--- src/rtl/uart_rx_buffer_pkg.sv ---
// Shared definitions for the UART receive buffer: data width, default depth
// and the handshake FSM state encoding.
package uart_rx_buffer_pkg;

  localparam int UART_DATA_W   = 8;
  localparam int DEFAULT_DEPTH = 16;

  typedef enum logic {
    ST_IDLE = 1'b0,
    ST_ACK  = 1'b1
  } rx_state_e;

endpackage

--- src/rtl/uart_rx_buffer_sync_fifo.sv ---
// Single-clock first-word-fall-through FIFO with occupancy count.
// rd_data is read combinationally from the array and forced to zero when empty.
module sync_fifo #(
  parameter int WIDTH  = 8,
  parameter int DEPTH  = 16,
  parameter int ADDR_W = 4
) (
  input  logic              rx_clk,
  input  logic              reset,
  input  logic              wr_en,
  input  logic [WIDTH-1:0]  wr_data,
  input  logic              rd_en,
  output logic [WIDTH-1:0]  rd_data,
  output logic [ADDR_W:0]   count,
  output logic              full,
  output logic              empty
);

  logic [WIDTH-1:0]  mem [DEPTH];
  logic [ADDR_W-1:0] wr_ptr;
  logic [ADDR_W-1:0] rd_ptr;
  logic              do_wr;
  logic              do_rd;

  assign empty = (count == '0);
  assign full  = (count == (ADDR_W+1)'(DEPTH));
  assign do_rd = rd_en & ~empty;
  // a full FIFO can still take a write when the head leaves on the same edge
  assign do_wr = wr_en & (~full | do_rd);

  assign rd_data = empty ? '0 : mem[rd_ptr];

  always_ff @(posedge rx_clk) begin
    if (do_wr) begin
      mem[wr_ptr] <= wr_data;
    end
  end

  always_ff @(posedge rx_clk) begin
    if (reset) begin
      wr_ptr <= '0;
      rd_ptr <= '0;
      count  <= '0;
    end else begin
      if (do_wr) begin
        wr_ptr <= wr_ptr + 1'b1;
      end
      if (do_rd) begin
        rd_ptr <= rd_ptr + 1'b1;
      end
      case ({do_wr, do_rd})
        2'b10:   count <= count + 1'b1;
        2'b01:   count <= count - 1'b1;
        default: count <= count;
      endcase
    end
  end

endmodule

--- src/rtl/uart_rx_buffer.sv ---
// UART receive buffer: acknowledges each completed byte from the receiver,
// stores it in a FIFO and presents it to the host with occupancy/overflow status.
module uart_rx_buffer
  import uart_rx_buffer_pkg::*;
#(
  parameter int DEPTH  = DEFAULT_DEPTH,
  parameter int ADDR_W = 4
) (
  input  logic                    rx_clk,
  input  logic                    reset,
  input  logic [UART_DATA_W-1:0]  rx_data,
  input  logic                    rx_complete_flag,
  output logic                    rx_complete_del_flag,
  output logic [UART_DATA_W-1:0]  rd_data,
  output logic                    rd_valid,
  input  logic                    rd_ready,
  output logic [ADDR_W:0]         count,
  output logic                    full,
  output logic                    overflow,
  input  logic                    clear_overflow
);

  rx_state_e state;
  rx_state_e state_next;
  logic      del_next;
  logic      overflow_next;
  logic      wr_en;
  logic      drop;
  logic      empty;
  logic      pop;

  assign rd_valid = ~empty;
  assign pop      = rd_valid & rd_ready;

  sync_fifo #(
    .WIDTH  (UART_DATA_W),
    .DEPTH  (DEPTH),
    .ADDR_W (ADDR_W)
  ) u_fifo (
    .rx_clk  (rx_clk),
    .reset   (reset),
    .wr_en   (wr_en),
    .wr_data (rx_data),
    .rd_en   (rd_ready),
    .rd_data (rd_data),
    .count   (count),
    .full    (full),
    .empty   (empty)
  );

  always_ff @(posedge rx_clk) begin
    if (reset) begin
      state                <= ST_IDLE;
      rx_complete_del_flag <= 1'b0;
      overflow             <= 1'b0;
    end else begin
      state                <= state_next;
      rx_complete_del_flag <= del_next;
      overflow             <= overflow_next;
    end
  end

  always_comb begin
    state_next = state;
    del_next   = 1'b0;
    wr_en      = 1'b0;
    drop       = 1'b0;
    case (state)
      ST_IDLE: begin
        if (rx_complete_flag) begin
          del_next   = 1'b1;
          state_next = ST_ACK;
          if (!full || pop) begin
            wr_en = 1'b1;
          end else begin
            drop = 1'b1;
          end
        end
      end
      ST_ACK: begin
        // hold the acknowledge until the receiver drops its flag
        if (rx_complete_flag) begin
          del_next = 1'b1;
        end else begin
          state_next = ST_IDLE;
        end
      end
      default: state_next = ST_IDLE;
    endcase
    overflow_next = clear_overflow ? 1'b0 : (overflow | drop);
  end

endmodule

--- config.mk ---
export PLATFORM = sky130hd
export DESIGN_NAME = uart_rx_buffer
export DESIGN_NICKNAME = d
export VERILOG_FILES = /design/src/rtl/uart_rx_buffer_pkg.sv /design/src/rtl/uart_rx_buffer_sync_fifo.sv /design/src/rtl/uart_rx_buffer.sv
export SDC_FILE = /design/constraint.sdc
export NUM_CORES = 1
export LEC_CHECK = 0
export ABC_AREA = 1
export CAP_MARGIN = 5
export CORE_ASPECT_RATIO = 0.7
export CORE_MARGIN = 3
export CORE_UTILIZATION = 50
export DETAILED_ROUTE_END_ITERATION = 16
export PLACE_DENSITY_LB_ADDON = 0.2
export SYNTH_ARGS = -nofsm -noshare
export SYNTH_HDL_FRONTEND = slang
export SYNTH_HIERARCHICAL = 1
export SYNTH_SLANG_ARGS = --single-unit
--- constraint.sdc ---
create_clock -name rx_clk -period 4.8 [get_ports rx_clk]
set_input_delay 0.96 -clock rx_clk [delete_from_list [all_inputs] [get_ports rx_clk]]
set_output_delay 0.96 -clock rx_clk [all_outputs]
set_load 0.01 [all_outputs]
==> impl_metrics.ini <==
[clock_network]
cts_tree = done
htree_levels = 4
cts_made_buffers = 17
cts.sinks = 147
clk_latency_ns = 0.42
ctsLongestPathBuffers = 2
root_buffer = clkbuf_16
cts_resized = 0
clk_pin_slew_ns = 0.06
holdBufCountCts = 0
cts_setup_buffers = 0

[placement]
place_area_sq_um = 6596
dp_slack_ns = 1.153
io_buffers = 29
place_inst = 729
place.gp.congestion = 0.8221
hpwl_um = 9003

[global_routing]
grt_overflow_total = 0
track_usage = 0.2140
grt_pass1_vias = 4028
antenna_found_initial = 0
grt_pass1_wl_um = 22370
grt_max_degree = 65

[sta]
whs_ns = 0.4614
setup_slack_ns = 0.7490
finClkSkew_ns = 0.006444
setup_tns_ns = 0
fin_crit_sh = 0.8440
setup_viol = 0
fin_crit_ns = 4.051
hold_viol_final = 0
clock.fmax_mhz = 246.9
slew_headroom = 0.2713
rsz0062_at_grt = no
worst_slew_pin_slew_ns = 1.091
slew_viol_final = 0

[cells_and_area]
fin_nets = 613
areaGrowthSynthToFinish_pct = 14.57
n_fill_cell = 963
drive_above_1_share = 0.08789
final_area_sq_um = 7184
final_util = 0.6000
diodes = 0
final_cells = 760

[setup_path]
rrSetupSlack_ns = 1.56
crit_type = flip-flop to output port
slowest_stage = inv_1
critPathArrivalTime_ns = 3.09
worstPathMaxFanout = 33
crit_chain = buf_4 > inv_1 > nand3_1 > nand3_1 > nand2_1 > nand2_1 > a21oi_1 > clkdlybuf4s50_1
cp-end-kind = output port
cp-start-kind = flip-flop
max_stage_delay_ns = 0.57
required_ns = 3.84

[floorplan]
die_area_sq_um = 13940
pin_count = 30
die_y_um = 99.70
rows = 33
coreArea_sq_um = 11970
die_w_um = 139.9
initial_utilization = 0.5237

[status]
status = complete, no violations

[power]
power.leakage_nw = 2.646
p_total_mw = 3.936
pwr_density_cell_nw_per_um2 = 547.9
peakVddDrop_v = 0.0003159

[synthesis]
netlist_area_sq_um = 6271
yosysSeqAreaShare = 0.6736
ys_seq_elements = 147
synth-edff-count = 128
synthesis.nets = 588
ys_warn_count = 6
synth_ff_type = edfxtp_1
avgSynthCellArea_sq_um = 11.08
async_flop_share = 0
ys_types = 33
synth_cells = 566

[route]
drtIter0Drc = 416
drc = 0
wirelength_um = 14320
vias_per_cell = 5.529
wl_per_cell_um = 18.84
vias = 4202
ant_nets = 0
dr.pass1.iters = 6

[min_path]
hold_class = flip-flop to flip-flop

[flow_run]
drv_cap = 0
[registers in the layout, summed over array words and instances, names as in the netlist, named ones only]
signal         flops
u_fifo/mem       128
state              1
u_fifo/count       5
u_fifo/wr_ptr      4
overflow           1
u_fifo/rd_ptr      4
[synthesized netlist by cell type (4+ instances only)]
master      n  share of area
a21oi_1    17          0.014
buf_2      10         0.0080
buf_4       5         0.0060
buf_6       7          0.013
dfxtp_1    19          0.061
edfxtp_1  128           0.61
ha_1        8          0.016
inv_1      18          0.011
nand2_1   178           0.11
nand3_1   102          0.081
nand3_2     4         0.0064
nor2_1     32          0.019
nor2_4      4         0.0072
o21ai_0     7         0.0056
[final cells by class]
class | instances | area [sq um] | share of cell area
inverters | 24 | 97.59 | 0.01358
well taps | 157 | 196.4 | 0.02734
repair buffers | 31 | 305.3 | 0.04249
clock buffers | 18 | 429.2 | 0.05974
multi-input cells | 370 | 1772 | 0.2466
clock inverters | 13 | 158.9 | 0.02212
flip-flops and latches | 147 | 4225 | 0.5881
[critical path: cells and delay by family, from the launching register on]
family | cells | cell delay [ns]
DFF | 1 | 0.30
buffers and inverters | 3 | 1.49
AOI/OAI and AO/OA | 1 | 0.17
and+or+nand+nor | 4 | 0.69
[placed cells by master, fill, tap and decap left out, types with 7 or more instances in the layout]
master,count
clkdlybuf4s50_1,29
o21ai_0,7
inv_1,18
clkbuf_16,17
nor2_1,32
edfxtp_1,128
nand2_1,178
ha_1,8
a21oi_1,17
dfxtp_1,18
nand3_1,102
[kinds of logic after synthesis]
logic type                 synth area share
and+or+nand+nor                      0.2344
xor gates and xnor gates           0.004191
buffers and inverters               0.04390
AOI/OAI and AO/OA                   0.02474
DFF                                  0.6736
adders and majority gates           0.01915
[power by group]
part           internal [mW]  switching, mW  leakage (nW)
Clock                  0.814          0.504         0.284
Sequential              1.45         0.0530          1.31
Combinational          0.409          0.703          1.05
Total                   2.68           1.26          2.65
[final timing paths]
path | cells past startpoint | start | to
setup / recovery | 8 | flip-flop | rd_data[5]
hold / removal | 2 | overflow$_SDFF_PP0_ | overflow$_SDFF_PP0_
setup reg to reg | 10 | u_fifo/count[4]$_SDFFE_PP0P_ | u_fifo/mem[10][4]$_DFFE_PP_
hold reg to reg | 2 | overflow$_SDFF_PP0_ | overflow$_SDFF_PP0_
[routing by layer]
metal / wire length [um] / vias up / global-route usage
met2: 6212 / 181 / 0.3092
met4: 214 / 0 / 0.05510
li1: - / 1999 / -
met1: 6504 / 1999 / 0.3218
met5: 0 / - / 0
met3: 1384 / 23 / 0.06055
No activity file was read; power rests on OpenSTA's default activity.
